**src/rtl/bambu_io_pkg.sv**
```systemverilog
// ============================================================================
//  Module   : bambu_io_pkg
//  Brief    : FSM state types and character constants for the putchar FIFO.
//             Macro PUTCHAR_CRLF_EN adds the CR-insertion accept state.
//  Revision : 1.0 - initial release
// ============================================================================
`default_nettype none

package bambu_io_pkg;

    localparam logic [7:0] CHAR_LF = 8'h0A;
    localparam logic [7:0] CHAR_CR = 8'h0D;

    typedef enum logic [1:0] {
        ACC_IDLE    = 2'd0,
        ACC_PUSH    = 2'd1
`ifdef PUTCHAR_CRLF_EN
        ,
        ACC_PUSH_CR = 2'd2
`endif
    } acc_state_t;

    typedef enum logic [1:0] {
        TX_IDLE = 2'd0,
        TX_SEND = 2'd1,
        TX_GAP  = 2'd2
    } tx_state_t;

endpackage

`default_nettype wire

```
**src/rtl/bambu_putchar_fifo_if.sv**
```systemverilog
// ============================================================================
//  Module   : bambu_putchar_fifo_if
//  Brief    : Call handshake, UART TX and status signals of the putchar FIFO.
//  Revision : 1.0 - initial release
// ============================================================================
`default_nettype none

interface bambu_putchar_fifo_if #(
    parameter int DATA_W = 8,
    parameter int DEPTH  = 16
);
    localparam int LEVEL_W = $clog2(DEPTH) + 1;

    logic               start_port;
    logic [DATA_W-1:0]  c;
    logic               done_port;
    logic [DATA_W-1:0]  return_port;
    logic [DATA_W-1:0]  TX_DATA;
    logic               TX_ENABLE;
    logic               TX_READY;
    logic [LEVEL_W-1:0] fifo_level;
    logic               tx_idle;

    // Caller / UART side
    modport master (
        output start_port, c, TX_READY,
        input  done_port, return_port, TX_DATA, TX_ENABLE, fifo_level, tx_idle
    );

    // Putchar backend side
    modport slave (
        input  start_port, c, TX_READY,
        output done_port, return_port, TX_DATA, TX_ENABLE, fifo_level, tx_idle
    );

endinterface

`default_nettype wire

```
**src/rtl/bambu_io_fifo.sv**
```systemverilog
// ============================================================================
//  Module   : bambu_io_fifo
//  Brief    : Register-array FIFO with registered level/full/empty flags;
//             read data appears the cycle after rd_en.
//  Revision : 1.0 - initial release
// ============================================================================
`default_nettype none

module bambu_io_fifo #(
    parameter  int DATA_W  = 8,
    parameter  int DEPTH   = 16,
    localparam int LEVEL_W = $clog2(DEPTH) + 1,
    localparam int AW      = $clog2(DEPTH)
) (
    input  wire logic               clock,
    input  wire logic               reset_n,
    input  wire logic               wr_en_i,
    input  wire logic [DATA_W-1:0]  wr_data_i,
    input  wire logic               rd_en_i,
    output logic      [DATA_W-1:0]  rd_data_o,
    output logic      [LEVEL_W-1:0] level_o,
    output logic      [LEVEL_W-1:0] level_d_o,
    output logic                    full_o,
    output logic                    empty_o
);

    logic [DATA_W-1:0]  mem_q [DEPTH];
    logic [AW-1:0]      wr_ptr_q;
    logic [AW-1:0]      rd_ptr_q;
    logic [LEVEL_W-1:0] level_q;
    logic [LEVEL_W-1:0] level_d;
    logic               full_q;
    logic               empty_q;
    logic [DATA_W-1:0]  rd_data_q;
    logic               w_do_wr;
    logic               w_do_rd;

    // Flags are registered, so a pop at the same edge never frees room for a push.
    assign w_do_wr = wr_en_i && !full_q;
    assign w_do_rd = rd_en_i && !empty_q;

    always_comb begin
        level_d = level_q;
        case ({w_do_wr, w_do_rd})
            2'b10:   level_d = level_q + LEVEL_W'(1);
            2'b01:   level_d = level_q - LEVEL_W'(1);
            default: level_d = level_q;
        endcase
    end

    always_ff @(posedge clock or negedge reset_n) begin
        if (!reset_n) begin
            wr_ptr_q  <= '0;
            rd_ptr_q  <= '0;
            level_q   <= '0;
            full_q    <= 1'b0;
            empty_q   <= 1'b1;
            rd_data_q <= '0;
        end else begin
            if (w_do_wr) begin
                wr_ptr_q <= wr_ptr_q + AW'(1);
            end
            if (w_do_rd) begin
                rd_ptr_q  <= rd_ptr_q + AW'(1);
                rd_data_q <= mem_q[rd_ptr_q];
            end
            level_q <= level_d;
            full_q  <= (level_d == LEVEL_W'(DEPTH));
            empty_q <= (level_d == '0);
        end
    end

    always_ff @(posedge clock) begin
        if (w_do_wr) begin
            mem_q[wr_ptr_q] <= wr_data_i;
        end
    end

    assign rd_data_o = rd_data_q;
    assign level_o   = level_q;
    assign level_d_o = level_d;
    assign full_o    = full_q;
    assign empty_o   = empty_q;

endmodule

`default_nettype wire

```
**src/rtl/bambu_putchar_fifo.sv**
```systemverilog
// ============================================================================
//  Module   : bambu_putchar_fifo
//  Brief    : Putchar backend: accept FSM pushes calls into a FIFO, drain FSM
//             feeds the UART. Macro PUTCHAR_CRLF_EN expands LF to CR,LF.
//  Revision : 1.0 - initial release
// ============================================================================
`default_nettype none

module bambu_putchar_fifo
    import bambu_io_pkg::*;
#(
    parameter int DATA_W = 8,
    parameter int DEPTH  = 16
) (
    input wire logic              clock,
    input wire logic              reset_n,
    bambu_putchar_fifo_if.slave   bus
);

    localparam int LEVEL_W = $clog2(DEPTH) + 1;

    acc_state_t         acc_q, acc_d;
    tx_state_t          tx_q, tx_d;
    logic [DATA_W-1:0]  char_q, char_d;
    logic               done_q, done_d;
    logic [DATA_W-1:0]  ret_q, ret_d;
    logic               tx_en_q, tx_en_d;
    logic               tx_idle_q, tx_idle_d;

    logic               w_wr_en;
    logic [DATA_W-1:0]  w_wr_data;
    logic               w_rd_en;
    logic [DATA_W-1:0]  w_rd_data;
    logic [LEVEL_W-1:0] w_level;
    logic [LEVEL_W-1:0] w_level_d;
    logic               w_full;
    logic               w_empty;

    bambu_io_fifo #(
        .DATA_W (DATA_W),
        .DEPTH  (DEPTH)
    ) u_fifo (
        .clock     (clock),
        .reset_n   (reset_n),
        .wr_en_i   (w_wr_en),
        .wr_data_i (w_wr_data),
        .rd_en_i   (w_rd_en),
        .rd_data_o (w_rd_data),
        .level_o   (w_level),
        .level_d_o (w_level_d),
        .full_o    (w_full),
        .empty_o   (w_empty)
    );

    always_comb begin
        acc_d     = acc_q;
        char_d    = char_q;
        w_wr_en   = 1'b0;
        w_wr_data = char_q;
        done_d    = 1'b0;
        ret_d     = '0;
        case (acc_q)
            ACC_IDLE: begin
                if (bus.start_port) begin
                    char_d = bus.c;
`ifdef PUTCHAR_CRLF_EN
                    acc_d  = (bus.c == DATA_W'(CHAR_LF)) ? ACC_PUSH_CR : ACC_PUSH;
`else
                    acc_d  = ACC_PUSH;
`endif
                end
            end
`ifdef PUTCHAR_CRLF_EN
            ACC_PUSH_CR: begin
                if (!w_full) begin
                    w_wr_en   = 1'b1;
                    w_wr_data = DATA_W'(CHAR_CR);
                    acc_d     = ACC_PUSH;
                end
            end
`endif
            ACC_PUSH: begin
                if (!w_full) begin
                    w_wr_en = 1'b1;
                    done_d  = 1'b1;
                    ret_d   = char_q;
                    acc_d   = ACC_IDLE;
                end
            end
            default: acc_d = ACC_IDLE;
        endcase
    end

    // TX_ENABLE is registered at the pop edge so it coincides with the FIFO read data.
    always_comb begin
        tx_d    = tx_q;
        w_rd_en = 1'b0;
        tx_en_d = 1'b0;
        case (tx_q)
            TX_IDLE: begin
                if (!w_empty && bus.TX_READY) begin
                    w_rd_en = 1'b1;
                    tx_en_d = 1'b1;
                    tx_d    = TX_SEND;
                end
            end
            TX_SEND: tx_d = TX_GAP;
            TX_GAP:  tx_d = TX_IDLE;
            default: tx_d = TX_IDLE;
        endcase
        tx_idle_d = (tx_d == TX_IDLE) && (w_level_d == '0);
    end

    always_ff @(posedge clock or negedge reset_n) begin
        if (!reset_n) begin
            acc_q     <= ACC_IDLE;
            tx_q      <= TX_IDLE;
            char_q    <= '0;
            done_q    <= 1'b0;
            ret_q     <= '0;
            tx_en_q   <= 1'b0;
            tx_idle_q <= 1'b1;
        end else begin
            acc_q     <= acc_d;
            tx_q      <= tx_d;
            char_q    <= char_d;
            done_q    <= done_d;
            ret_q     <= ret_d;
            tx_en_q   <= tx_en_d;
            tx_idle_q <= tx_idle_d;
        end
    end

    assign bus.done_port   = done_q;
    assign bus.return_port = ret_q;
    assign bus.TX_DATA     = w_rd_data;
    assign bus.TX_ENABLE   = tx_en_q;
    assign bus.fifo_level  = w_level;
    assign bus.tx_idle     = tx_idle_q;

endmodule

`default_nettype wire

```
**src/flat_wrapper.sv**
```systemverilog
// flat-port wrapper written by rule: the top's interface ports become plain ports
module bambu_putchar_fifo_flat import bambu_io_pkg::*;
#(
    parameter int DATA_W = 8,
    parameter int DEPTH  = 16
)
  (clock, reset_n, bus_start_port, bus_c, bus_TX_READY, bus_done_port, bus_return_port, bus_TX_DATA, bus_TX_ENABLE, bus_fifo_level, bus_tx_idle);
  bambu_putchar_fifo_if #(.DATA_W(DATA_W), .DEPTH(DEPTH)) bus_i ();
  input wire logic clock;
  input wire logic reset_n;
  input wire logic [$bits(bus_i.start_port)-1:0] bus_start_port;
  input wire logic [$bits(bus_i.c)-1:0] bus_c;
  input wire logic [$bits(bus_i.TX_READY)-1:0] bus_TX_READY;
  output wire logic [$bits(bus_i.done_port)-1:0] bus_done_port;
  output wire logic [$bits(bus_i.return_port)-1:0] bus_return_port;
  output wire logic [$bits(bus_i.TX_DATA)-1:0] bus_TX_DATA;
  output wire logic [$bits(bus_i.TX_ENABLE)-1:0] bus_TX_ENABLE;
  output wire logic [$bits(bus_i.fifo_level)-1:0] bus_fifo_level;
  output wire logic [$bits(bus_i.tx_idle)-1:0] bus_tx_idle;
  assign bus_i.start_port = bus_start_port;
  assign bus_i.c = bus_c;
  assign bus_i.TX_READY = bus_TX_READY;
  assign bus_done_port = bus_i.done_port;
  assign bus_return_port = bus_i.return_port;
  assign bus_TX_DATA = bus_i.TX_DATA;
  assign bus_TX_ENABLE = bus_i.TX_ENABLE;
  assign bus_fifo_level = bus_i.fifo_level;
  assign bus_tx_idle = bus_i.tx_idle;
  bambu_putchar_fifo #(.DATA_W(DATA_W), .DEPTH(DEPTH)) u_core (.clock(clock), .reset_n(reset_n), .bus(bus_i));
endmodule
```
**config.mk**
```make
export PLATFORM = sky130hd
export DESIGN_NAME = bambu_putchar_fifo_flat
export DESIGN_NICKNAME = d
export VERILOG_FILES = /design/src/rtl/bambu_io_pkg.sv /design/src/rtl/bambu_putchar_fifo_if.sv /design/src/rtl/bambu_io_fifo.sv /design/src/rtl/bambu_putchar_fifo.sv /design/src/flat_wrapper.sv
export SDC_FILE = /design/constraint.sdc
export NUM_CORES = 1
export LEC_CHECK = 0
export CELL_PAD_IN_SITES_DETAIL_PLACEMENT = 0
export CELL_PAD_IN_SITES_GLOBAL_PLACEMENT = 1
export CORE_ASPECT_RATIO = 1.1
export CORE_MARGIN = 2
export CORE_UTILIZATION = 50
export DETAILED_ROUTE_END_ITERATION = 10
export PLACE_DENSITY = 0.89
export REMOVE_ABC_BUFFERS = 1
export SLEW_MARGIN = 20
export SYNTH_ARGS = -nofsm -noshare
export SYNTH_HDL_FRONTEND = slang
export SYNTH_HIERARCHICAL = 1
export SYNTH_SLANG_ARGS = --single-unit
```
**constraint.sdc**
```tcl
create_clock -name clock -period 7.25 [get_ports clock]
set_clock_uncertainty 0.05 [all_clocks]
set_input_delay 1.0875 -clock clock [delete_from_list [all_inputs] [get_ports clock]]
set_output_delay 1.0875 -clock clock [all_outputs]
set_load 0.02 [all_outputs]
```
# Yosys cells after proc, flatten, opt, wreduce, memory -nomap -nowiden
# Memories as Yosys holds them, arrays and structs flattened. A register that Yosys moved wholly into a read port is not among the register bits.
# Index checks and enable logic that the tools add are counted.
word_totals:
  reg_bits: 38
  mem_bits_rw: 128
  mem_count: 1
  out_inout_bits: 24
mem_list:
  columns: ["name", "words", "width", "rd", "rd_clocked_by_memory_dff", "write_ports", "line_no", "text"]
  rows:
  - ["u_core.u_fifo.mem_q", 16, 8, 1, 1, 1, "bambu_io_fifo.sv:27", "logic [DATA_W-1:0] mem_q [DEPTH];"]
op_classes:
  eq_ne: 7
  n_mux: 14
  n_addsub: 4
  reduce_logical: 13
op_table:
  columns: ["operator", "n"]
  rows:
  - ["8-bit 2-to-1 mux", 2]
  - ["5-bit case mux with 2 select lines", 1]
  - ["4-bit by 1-bit adder with 4-bit output, second input constant", 2]
  - ["2-bit case mux with 2 select lines", 2]
  - ["2-bit by 1-bit == test with 1-bit output, second input constant", 3]
  - ["2-bit logical NOT", 3]
  - ["1-bit 2-to-1 mux", 6]
  - ["2-bit 2-to-1 mux", 3]
  - ["5-bit by 1-bit adder with 5-bit output, second input constant", 1]
  - ["5-bit == test, second input constant", 1]
  - ["5-bit logical NOT", 1]
  - ["5-bit by 1-bit subtractor with 5-bit output, second input constant", 1]
  - ["1-bit logical AND", 4]
  - ["2-bit inequality test, second input constant", 2]
  - ["2-bit AND reduction", 2]
  - ["1-bit logical NOT", 3]
  - ["2-bit == test, second input constant", 1]

# Depth between registers and ports, before layout
depth:
  depth_word: 9
  mapped_depth: 14
  mapped_depth_nobuf: 11

# Modules after synthesis
# The synthesis kept the hierarchy.
by_module_without_submodules:
  columns: ["module", "area_each_um2", "n_inst", "cells_each"]
  rows:
  - ["bambu_io_fifo", 6108.4, 1, 315]
  - ["bambu_putchar_fifo", 774.5, 1, 48]

# Worst setup path before layout
# Ideal clock, no wire load.
synth_path:
  kind: "input-to-reg"
  startpoint: "input port bus_TX_READY"
  endpoint: "register u_core.tx_idle_q, in the netlist u_core/bus.tx_idle"
  cell_stages: 13
  arrival_time_ns: 3.400
  required_time_ns: 7.110
  setup_time_ns: 0.090
  n_path_buf: 2
  path_slack_ns: 3.710
  cell_sequence: "nor4b_1 nand2b_1 clkbuf_1 inv_2 ha_1 buf_4 xor2_1 ha_1 a21oi_1 mux2i_1 xnor2_1 or4_4 nor4_2"
synth_between:
  elab_chain_len: 8
synth_lines:
  columns: ["item", "line_no", "text"]
  rows:
  - ["from (decl)", "flat_wrapper.sv:13", "input wire logic [$bits(bus_i.TX_READY)-1:0] bus_TX_READY;"]
  - ["1-bit logical AND (*)", "bambu_putchar_fifo.sv:101", "if (!w_empty && bus.TX_READY) begin"]
  - ["1-bit 2-to-1 mux (*)", "bambu_putchar_fifo.sv:101", null]
  - ["1-bit 2-to-1 mux (*)", "bambu_putchar_fifo.sv:99", "case (tx_q)"]
  - ["1-bit logical AND (*)", "bambu_io_fifo.sv:40", "assign w_do_rd = rd_en_i && !empty_q;"]
  - ["2-bit by 1-bit == test with 1-bit output or 2-bit == test (tied branches)", "bambu_io_fifo.sv:44", "case ({w_do_wr, w_do_rd})"]
  - ["5-bit case mux with 2 select lines (*)", "bambu_io_fifo.sv:44", null]
  - ["named net u_core.w_level_d[2]", "bambu_putchar_fifo.sv:35", "logic [LEVEL_W-1:0] w_level_d;"]
  - ["5-bit logical NOT (*)", "bambu_putchar_fifo.sv:111", "tx_idle_d = (tx_d == TX_IDLE) && (w_level_d == '0);"]
  - ["1-bit logical AND (*)", "bambu_putchar_fifo.sv:111", null]
  - ["named net u_core.tx_idle_d", "bambu_putchar_fifo.sv:28", "logic tx_idle_q, tx_idle_d;"]
  - ["to (signal assigned)", "bambu_putchar_fifo.sv:130", "tx_idle_q <= tx_idle_d;"]
  - ["to (decl)", "bambu_putchar_fifo.sv:28", null]
# The timed path passes the listed nets; every way through them passes the cells marked *.
# A chain may end at the register's enable or synchronous reset.

# Final worst setup path
layout_path:
  startpoint: "input port bus_TX_READY"
  endpoint: "register u_core.tx_idle_q, in the netlist u_core/bus.tx_idle"
layout_between:
  elab_chain_len: 8
layout_lines:
  columns: ["item", "line_no", "text"]
  rows:
  - ["1-bit logical AND (*)", "bambu_putchar_fifo.sv:101", null]
  - ["1-bit 2-to-1 mux (*) (2 in series)", null, null]
  - ["named net u_core.tx_en_d", "bambu_putchar_fifo.sv:27", "logic tx_en_q, tx_en_d;"]
  - ["1-bit logical AND (*)", "bambu_io_fifo.sv:40", null]
  - ["2-bit by 1-bit == test with 1-bit output or 2-bit == test (tied branches)", "bambu_io_fifo.sv:44", null]
  - ["5-bit case mux with 2 select lines (*)", "bambu_io_fifo.sv:44", null]
  - ["named net u_core.w_level_d[2]", "bambu_putchar_fifo.sv:35", null]
  - ["5-bit logical NOT (*)", "bambu_putchar_fifo.sv:111", null]
  - ["1-bit logical AND (*)", "bambu_putchar_fifo.sv:111", null]
  - ["named net u_core.tx_idle_d", "bambu_putchar_fifo.sv:28", null]
# Marked as above.

==> reports/qor.yml <==
synthesis:
  seq_area_frac_synth_pct: 72.2
  async_flop_share_pct: 26.0
  synth_area_um2: 6880
  synth.distinct_cells: 43
  avgSynthCellArea_um2: 19.0
  syn_inst: 363
  synth-seq-cells: 173
  synth_edf_count: 128
  synth-main-ff-cell: "edfxtp_1"
  yosys_warnings: 6
floorplanning:
  die_w_um: 116
  initial_utilization_pct: 51.7
  fp-row-count: 44
  die_y_um: 127
  core_um2: 13300
  pin_count: 36
  die_area_um2: 14700
final_layout:
  nFillCells: 969
  layout-drive-gt1-share_pct: 20.8
  diodes: 0
  stdcell_count: 597
  layout_commonest_cell: "edfxtp_1"
  nets: 421
  layout_common_cells: "edfxtp_1 (128), dfrtp_1 (41), clkdlybuf4s50_1 (34), mux4_2 (32), and2_1 (25)"
  utilization_pct: 60.0
  area_growth_pct: 16.1
  design_area_um2: 7990
clock_network:
  cts_sinks: 173
  cts_setup_buffers: 0
  ctsHoldBuffers: 0
  cts_resized: 0
  root_buffer: "clkbuf_16"
  clk_pin_slew_ps: 60
  cts_buffers: 17
  clock_path_buffers: 2
  clkLatencyLatePin_ps: 430
  cts_tree: "done"
  ctsHtreeMaxLevel: 4
timing:
  period_share_pct: 58.4
  hold_violations: 0
  finalMaxSlewViolations: 0
  fmax_mhz: 236
  fin_crit_ps: 4240
  rsz0062_at_grt: "false"
  slew_headroom_pct: 35.9
  tns_ps: 0
  setup_ws_ps: 3010
  setup_violations: 0
  worst_slew_pin_slew_ps: 961
critical_path:
  worst_r2r_path_depth: 11
  path_cells: "clkdlybuf4s50_1 > nor4b_1 > nand2b_1 > inv_2 > ha_1 > xor2_1 > ha_1 > a21oi_1 > mux2i_1 > xnor2_1 > or4_4 > nor4_2"
  reg2reg_slack_ps: 3470
  crit_path_top_delay_cell: "nand2b_1"
  crit_path_start: "bus_TX_READY"
  worst_setup_path_end_kind: "register"
  critPathRequiredTime_ps: 7530
  slowest_delay_ps: 500
  arrival_ps: 4510
  path_max_fanout: 19
  start_kind: "input pin"
  cp_common_cell: "ha_1"
  critPathKind: "in2reg"
  rr_startpoint: "u_core/u_fifo/full_o"
pwr:
  p_sw_share_pct: 32.0
  p_switching_mw: 1.12
  clkPwrFrac_pct: 26.4
  share_comb_of_total_power_pct: 29.6
  leakagePower_nw: 2.79
  internal_power_mw: 2.38
  irDropWorstVdd_mv: 0.330
  seqPwrFrac_pct: 44.0
  power_density_nw_per_um2: 438
detailed_routing:
  vias: 3420
  drc: 0
  first_iter_violations: 276
  drtAntennaViolNets: 0
  drtPass1Iterations: 5
  viasPerCell: 5.73
  avgRoutedWirePerCell_um: 21.5
  wl_mm: 12.8
hold_path:
  holdCritPathClass: "reg2reg"
  worstHoldPathCells: 1
  hold_start: "u_core/tx_q[0]"
grt:
  overflow: 0
  grt_pass1_wl_mm: 20.2
  grt_antenna_before_repair: 0
  grt_usage_pct: 19.2
  grt_max_degree: 46
  grt_pass1_vias: 3538
placement:
  dpl_cell_area_um2: 7380
  dp.cells: 565
  routabilityCongestion: 0.784
  place_worst_setup_slack_ps: 2590
  port_buffers: 35
  hpwl_mm: 7.93
status:
  outcome: "finished, final reports clean"
job:
  maxCapViolations: 0
## kinds of logic after synthesis
| family | share of synthesized area, % |
|---|---|
| mux | 14.6 |
| xor+xnor | 1.53 |
| compound gates | 2.09 |
| flops | 72.2 |
| fa+ha+maj | 1.64 |
| buf+inv | 1.62 |
| simple gates | 6.33 |
## critical path, delay by kind of cell
kind | cells | cell delay [ps]
buffers and inverters | 2 | 730
XOR/XNOR | 2 | 250
adder cells (fa/ha/maj) | 2 | 620
multiplexers | 1 | 260
AO/OA/AOI/OAI | 1 | 170
AND/OR/NAND/NOR | 4 | 1390
## power groups by stage
stage               Clock (mW)  Sequential, mW  Combinational, mW
global route             0.977            1.57               1.12
global placement             0            1.55               1.00
finish                   0.922            1.54               1.04
CTS                      0.932            1.55               1.04
floorplan                    0            1.58              0.628
detailed placement           0            1.56               1.04
## cell usage after synthesis, types with 2 or more instances
| cell | count | area, µm² |
|---|---|---|
| edfxtp_1 | 128 | 3840 |
| dfrtp_1 | 43 | 1080 |
| mux4_2 | 32 | 721 |
| and2_1 | 25 | 156 |
| nand2_1 | 10 | 37.5 |
| xnor2_1 | 10 | 87.6 |
| clkbuf_1 | 9 | 33.8 |
| ha_1 | 9 | 113 |
| mux2_2 | 9 | 101 |
| mux2i_1 | 9 | 90.1 |
| nor3_1 | 9 | 45.0 |
| a221o_1 | 8 | 80.1 |
| mux2_1 | 8 | 90.1 |
| nor2_1 | 6 | 22.5 |
| nor2b_1 | 6 | 37.5 |
| buf_1 | 4 | 15.0 |
| inv_1 | 3 | 11.3 |
| o21ai_0 | 3 | 15.0 |
| buf_2 | 2 | 10.0 |
| buf_4 | 2 | 15.0 |
| buf_6 | 2 | 22.5 |
| dfstp_2 | 2 | 52.6 |
| nand4_1 | 2 | 12.5 |
| nand4b_1 | 2 | 17.5 |
| xor2_1 | 2 | 17.5 |
## metrics by stage
stage	power, mW	hold slack [ps]
final	3.50	447
after global routing	3.67	482
after global placement	2.55	428
after detailed placement	2.60	435
after CTS	3.52	449
after floorplan	2.21	403
## sequential cells by signal (all words and copies together) (netlist names)
signal                   flops
u_core/tx_q                  2
u_core/bus.done_port         1
u_core/bus.return_port       8
u_core/char_q                8
u_core/bus.tx_idle           1
u_core/u_fifo/mem_q        128
u_core/acc_q                 1
u_core/bus.TX_ENABLE         1
u_core/u_fifo/full_o         1
u_core/u_fifo/empty_o        1
u_core/u_fifo/rd_ptr_q       4
u_core/u_fifo/wr_ptr_q       4
u_core/u_fifo/rd_data_o      8
u_core/u_fifo/level_o        5
## final cells by class
| class | count | area [µm²] | share of cell area, % |
|---|---|---|---|
| inverter | 4 | 15.0 | 0.188 |
| multi-input combinational | 167 | 1800 | 22.5 |
| timing repair buffer | 37 | 360 | 4.51 |
| tap | 184 | 230 | 2.88 |
| clock inverter | 15 | 186 | 2.33 |
| sequential | 173 | 4970 | 62.3 |
| clock buffer | 17 | 425 | 5.32 |
## per-layer routing
| layer | vias up | track usage [%] | part of all wire [%] |
|---|---|---|---|
| li1 | 1493 | - | - |
| met1 | 1768 | 25.8 | 41 |
| met2 | 140 | 30.5 | 50 |
| met3 | 19 | 4.84 | 6.3 |
| met4 | 0 | 7.07 | 2.3 |
| met5 | - | 0 | 0 |
## worst paths after layout
path                                                    to
worst min register to register              u_core/tx_q[0]
worst max-delay path                    u_core/bus.tx_idle
worst min-delay path                        u_core/tx_q[0]
min in group asynchronous       u_core/u_fifo/rd_data_o[6]
worst max register to register          u_core/bus.tx_idle
max in group asynchronous        u_core/u_fifo/rd_ptr_q[1]
No activity file was read; power rests on OpenSTA's default activity.
